## src/rtl/fifo_push_arbiter.sv

```systemverilog
// Round-robin push arbiter in front of a single FIFO, with a flush sequencer.
// Optional per-requester grant counters are enabled by FIFO_PUSH_ARBITER_STATS_EN.
//
// state   | meaning
// IDLE    | normal operation, round-robin grants allowed
// DRAIN   | grants stopped, waiting for FIFO empty or timeout
// FLUSH   | one-cycle FIFO flush pulse, rr pointer and stats cleared
// RECOVER | one quiet cycle, then done (and timeout) pulse
module fifo_push_arbiter #(
  parameter int NUM_REQ        = 4,
  parameter int DATA_WIDTH     = 32,
  parameter int DRAIN_ON_FLUSH = 1,
  parameter int TIMEOUT        = 64,
  parameter int IDX_W          = $clog2(NUM_REQ)
) (
  input  logic                          clk_i,
  input  logic                          rst_i,
  input  logic [NUM_REQ-1:0]            req_valid_i,
  input  logic [NUM_REQ*DATA_WIDTH-1:0] req_data_i,
  output logic [NUM_REQ-1:0]            req_ready_o,
  input  logic                          flush_req_i,
  output logic                          flush_busy_o,
  output logic                          flush_done_o,
  output logic                          flush_timeout_o,
  input  logic                          fifo_full_i,
  input  logic                          fifo_empty_i,
  output logic                          fifo_push_o,
  output logic [DATA_WIDTH-1:0]         fifo_data_o,
  output logic                          fifo_flush_o,
  output logic [NUM_REQ*16-1:0]         grant_cnt_o
);

  localparam int CNT_W = $clog2(TIMEOUT + 1);

  typedef enum logic [1:0] {
    IDLE    = 2'd0,
    DRAIN   = 2'd1,
    FLUSH   = 2'd2,
    RECOVER = 2'd3
  } state_t;

  state_t           state_q, state_d;
  logic [IDX_W-1:0] rr_ptr_q, rr_ptr_d;
  logic [CNT_W-1:0] tmo_cnt_q, tmo_cnt_d;
  logic             tmo_flag_q, tmo_flag_d;

  logic             found;
  logic [IDX_W-1:0] win;
  logic [IDX_W-1:0] win_next;
  logic             grant_en;
  logic             grant;

  // First valid requester at or after rr_ptr, wrapping at NUM_REQ.
  always_comb begin
    int idx;
    found = 1'b0;
    win   = '0;
    for (int k = 0; k < NUM_REQ; k++) begin
      idx = int'(rr_ptr_q) + k;
      if (idx >= NUM_REQ) idx = idx - NUM_REQ;
      if (!found && req_valid_i[idx]) begin
        found = 1'b1;
        win   = IDX_W'(idx);
      end
    end
  end

  assign win_next = (win == IDX_W'(NUM_REQ - 1)) ? '0 : win + 1'b1;

  // Reset gating keeps every output low while rst_i is held.
  assign grant_en = !rst_i && (state_q == IDLE) && !flush_req_i && !fifo_full_i;
  assign grant    = grant_en && found;

  always_comb begin
    req_ready_o = '0;
    fifo_push_o = 1'b0;
    fifo_data_o = '0;
    if (grant) begin
      req_ready_o[win] = 1'b1;
      fifo_push_o      = 1'b1;
      fifo_data_o      = req_data_i[win*DATA_WIDTH +: DATA_WIDTH];
    end
  end

  always_ff @(posedge clk_i or posedge rst_i) begin
    if (rst_i) begin
      state_q    <= IDLE;
      rr_ptr_q   <= '0;
      tmo_cnt_q  <= '0;
      tmo_flag_q <= 1'b0;
    end else begin
      state_q    <= state_d;
      rr_ptr_q   <= rr_ptr_d;
      tmo_cnt_q  <= tmo_cnt_d;
      tmo_flag_q <= tmo_flag_d;
    end
  end

  always_comb begin
    state_d         = state_q;
    rr_ptr_d        = rr_ptr_q;
    tmo_cnt_d       = tmo_cnt_q;
    tmo_flag_d      = tmo_flag_q;
    flush_busy_o    = 1'b0;
    fifo_flush_o    = 1'b0;
    flush_done_o    = 1'b0;
    flush_timeout_o = 1'b0;
    case (state_q)
      IDLE: begin
        if (grant) rr_ptr_d = win_next;
        if (flush_req_i && !rst_i) state_d = (DRAIN_ON_FLUSH != 0) ? DRAIN : FLUSH;
      end
      DRAIN: begin
        flush_busy_o = 1'b1;
        // Empty wins over timeout when both hold in the same cycle.
        if (fifo_empty_i) begin
          state_d = FLUSH;
        end else if (tmo_cnt_q >= CNT_W'(TIMEOUT - 1)) begin
          state_d    = FLUSH;
          tmo_flag_d = 1'b1;
        end else begin
          tmo_cnt_d = tmo_cnt_q + 1'b1;
        end
      end
      FLUSH: begin
        flush_busy_o = 1'b1;
        fifo_flush_o = 1'b1;
        rr_ptr_d     = '0;
        state_d      = RECOVER;
      end
      RECOVER: begin
        flush_busy_o    = 1'b1;
        flush_done_o    = 1'b1;
        flush_timeout_o = tmo_flag_q;
        tmo_flag_d      = 1'b0;
        tmo_cnt_d       = '0;
        state_d         = IDLE;
      end
      default: state_d = IDLE;
    endcase
  end

`ifdef FIFO_PUSH_ARBITER_STATS_EN
  for (genvar i = 0; i < NUM_REQ; i++) begin : g_stats
    logic [15:0] cnt_q;
    always_ff @(posedge clk_i or posedge rst_i) begin
      if (rst_i) begin
        cnt_q <= '0;
      end else if (state_q == FLUSH) begin
        cnt_q <= '0;
      end else if (grant && (win == IDX_W'(i)) && (cnt_q != 16'hFFFF)) begin
        cnt_q <= cnt_q + 16'd1;
      end
    end
    assign grant_cnt_o[i*16 +: 16] = cnt_q;
  end
`else
  assign grant_cnt_o = '0;
`endif

endmodule

```

## config.mk

```make
export PLATFORM = sky130hd
export DESIGN_NAME = fifo_push_arbiter
export DESIGN_NICKNAME = d
export VERILOG_FILES = /design/src/rtl/fifo_push_arbiter.sv
export SDC_FILE = /design/constraint.sdc
export NUM_CORES = 1
export LEC_CHECK = 0
export CORE_AREA = 2 2 94 96
export DETAILED_ROUTE_END_ITERATION = 6
export DIE_AREA = 0 0 96 98
export DONT_BUFFER_PORTS = 1
export PLACE_DENSITY = 0.47
export SLEW_MARGIN = 30
export SYNTH_ARGS = -nofsm -noshare
export SYNTH_HDL_FRONTEND = slang
export SYNTH_SLANG_ARGS = --single-unit
```

## constraint.sdc

```tcl
create_clock -name clk_i -period 1.73 [get_ports clk_i]
set_input_delay 0.346 -clock clk_i [delete_from_list [all_inputs] [get_ports clk_i]]
set_output_delay 0.346 -clock clk_i [all_outputs]
set_load 0.02 [all_outputs]
```

==> flow_summary.json <==
{
  "ios": 242,
  "overflow": 0,
  "ir_drop_mv": 0.8919,
  "synth_seq_area_share_pct": 12.63,
  "outcome": "finished, violations left",
  "antenna_found_initial": 0,
  "htreeDepth": 1,
  "first_global_vias": 2058,
  "setup_slack_ns": -0.5923,
  "routed_wl_mm": 8.276,
  "drv_slew": 0,
  "critPathBufInv": 3,
  "grt_pass1_wl_mm": 11.17,
  "cts_root_buf": "clkbuf_8",
  "path_class": "reg -> out",
  "routedWlPerCell_um": 18.98,
  "min_period_ns": 2.322,
  "critical-path-top-delay-family": "multiplexers",
  "die-area_um2": 9408,
  "rsz0062_at_grt": "true",
  "grt_use_total_pct": 15.22,
  "dr.pass1.iters": 4,
  "grt_max_degree": 14,
  "netlist_area_um2": 2377,
  "ys_types": 43,
  "synthCells": 274,
  "setup_viol": 38,
  "critPathMaxFanout": 8,
  "cts_sinks": 12,
  "drv_cap": 0,
  "path_cells": "mux2i_2 -> o22ai_4 -> nor2_4 -> buf_6 -> buf_12 -> buf_12 -> mux2i_4 -> o22ai_4",
  "synth.avg_cell_area_um2": 8.676,
  "initial_core_util_pct": 28.08,
  "postLayoutCoreUtil_pct": 49.11,
  "ys_ff_latch": 12,
  "p_leak_nw": 1.454,
  "hold_violations": 0,
  "max_stage_delay_ns": 0.40,
  "drt-vias-per-instance": 4.858,
  "hold_ws_ns": 0.0009601,
  "p_per_area_nw_per_um2": 1145,
  "drc": 0,
  "die_w_um": 96,
  "critPathLaunchType": "register",
  "cts_tree": "yes",
  "hold_class": "in -> async",
  "clkTransAtPathRegs_ns": 0.05,
  "coreArea_um2": 8466,
  "portBuffers": 0,
  "place_congestion": 0.7637,
  "antenna_cells": 0,
  "r2r_cells": 8,
  "row_count": 34,
  "clk_latency_ns": 0.24,
  "yosysWarnings": 0,
  "areaGrowthSynthToFinish_pct": 74.89,
  "critPathCaptureType": "output port",
  "preCtsSetupSlack_ns": -0.3827,
  "fin_nets": 477,
  "synth_ff_type": "dfrtp_1",
  "cts_buffers": 3,
  "cp.arrival_ns": 1.98,
  "setup_tns_ns": -19.65,
  "fillers": 746,
  "ant_nets": 0,
  "fin_crit_sh_pct": 134.2,
  "clockBufferDepth": 2,
  "cp.required_ns": 1.38,
  "fmax_mhz": 430.6,
  "hold_buffers": 0,
  "drt_iter0_markers": 17,
  "synth_edf_count": 0,
  "slowest_stage": "dfrtp_2",
  "synth-async-reset-ratio_pct": 100.0,
  "skew_ns": 0.003328,
  "post-dp-hpwl_mm": 5.979,
  "die_h_um": 98,
  "vias": 2118,
  "drive_gt1_share_pct": 58.23,
  "violations": "setup timing",
  "path_depth": 8
}
-- worst paths after layout --
kind	startpoint	to	slack (ns)
worst min register to register	tmo_cnt_q[5]$_DFFE_PP0P_	tmo_cnt_q[5]$_DFFE_PP0P_	0.51
worst max-delay path	rr_ptr_q[1]$_DFFE_PP0P_	fifo_data_o[12]	-0.59
worst min-delay path	rst_i	tmo_cnt_q[5]$_DFFE_PP0P_	0.001
max in group asynchronous	rst_i	rr_ptr_q[0]$_DFFE_PP0P_	1.38
min in group clk_i	req_valid_i[1]	rr_ptr_q[0]$_DFFE_PP0P_	0.36
worst max register to register	rr_ptr_q[1]$_DFFE_PP0P_	rr_ptr_q[1]$_DFFE_PP0P_	-0.13
-- layout by cell type (no fill, tap or decap), types with 4 or more instances in the layout --
master and instances:
conb_1 64, mux2i_4 47, buf_4 35, o22ai_4 33
buf_6 14, mux2i_1 12, dfrtp_1 10, a21oi_1 8
mux2i_2 7, ha_1 7, buf_12 7, nor2_1 6
inv_1 5, inv_2 4, buf_16 4, buf_8 4
-- where the power goes --
group / internal (mW) / switching (mW)
Clock: 0.154 / 0.107
Combinational: 2.20 / 1.86
Sequential: 0.367 / 0.0679
Total: 2.72 / 2.04
-- area by class of cell --
| type | count | area [um2] | area share (%) |
|---|---|---|---|
| multi-input combinational | 237 | 2858 | 68.73 |
| timing repair buffer | 66 | 780.7 | 18.78 |
| sequential | 12 | 302.8 | 7.283 |
| tap | 108 | 135.1 | 3.250 |
| clock buffer | 3 | 41.29 | 0.9931 |
| inverter | 10 | 40.04 | 0.9630 |
-- through the flow --
stage	power, mW	instance area [um2]	instances
after global placement	3.065	3124	416
final	4.760	4158	436
after detailed placement	3.099	3124	416
after CTS	4.291	3782	431
after global routing	5.033	4158	436
after floorplan	2.617	3219	337
-- layer usage --
| metal | track usage [%] | part of all wire (%) | vias to the layer above | routed length [um] |
|---|---|---|---|---|
| li1 | - | - | 978 | - |
| met1 | 17.26 | 35 | 1023 | 2877 |
| met2 | 29.97 | 57 | 112 | 4735 |
| met3 | 2.238 | 7.6 | 5 | 631 |
| met4 | 1.648 | 0.39 | 0 | 32 |
| met5 | 0 | 0 | - | 0 |
-- sequential cells by signal (all words and copies together) (netlist names) --
register and flops:
rr_ptr_q 2, state_q 2, tmo_cnt_q 7, tmo_flag_q 1
-- Yosys cell counts (2+ instances only) --
cell	n	area, um2
mux2i_1	66	660.6
buf_4	64	480.5
o22ai_1	33	206.5
dfrtp_1	12	300.3
ha_1	10	125.1
a21oi_1	9	45.04
inv_1	8	30.03
buf_2	7	35.03
nor2_1	7	26.28
nand2_1	6	22.52
and2_1	5	31.28
buf_12	5	100.1
nand3_1	3	15.01
nor2b_1	3	18.77
o21ai_1	3	15.01
clkbuf_4	2	15.01
inv_2	2	7.510
nand2b_1	2	12.51
o21a_1	2	15.01
o21ai_0	2	10.01
-- logic make-up (layout without fill, tap and decap cells) --
kind of cell,after synthesis,in the layout,synth area share (%)
XOR/XNOR,1,1,0.3685
buffers and inverters,89,79,28.58
flip-flops,12,12,12.63
multiplexers,68,68,28.74
adder cells (fa/ha/maj),10,10,5.263
other,1,64,0.1577
AO/OA/AOI/OAI,58,58,15.68
AND/OR/NAND/NOR,35,36,8.579
-- what timing repair did --
| action | 4_1_cts | 5_1_grt |
|---|---|---|
| gates resized for setup | 85 | 53 |
| endpoints found under the setup margin | 39 | 47 |
| cloned | 4 | 3 |
| pin swaps | 11 | 19 |
| setup buffers | 9 | 3 |
(Power assumes the default switching activity.)
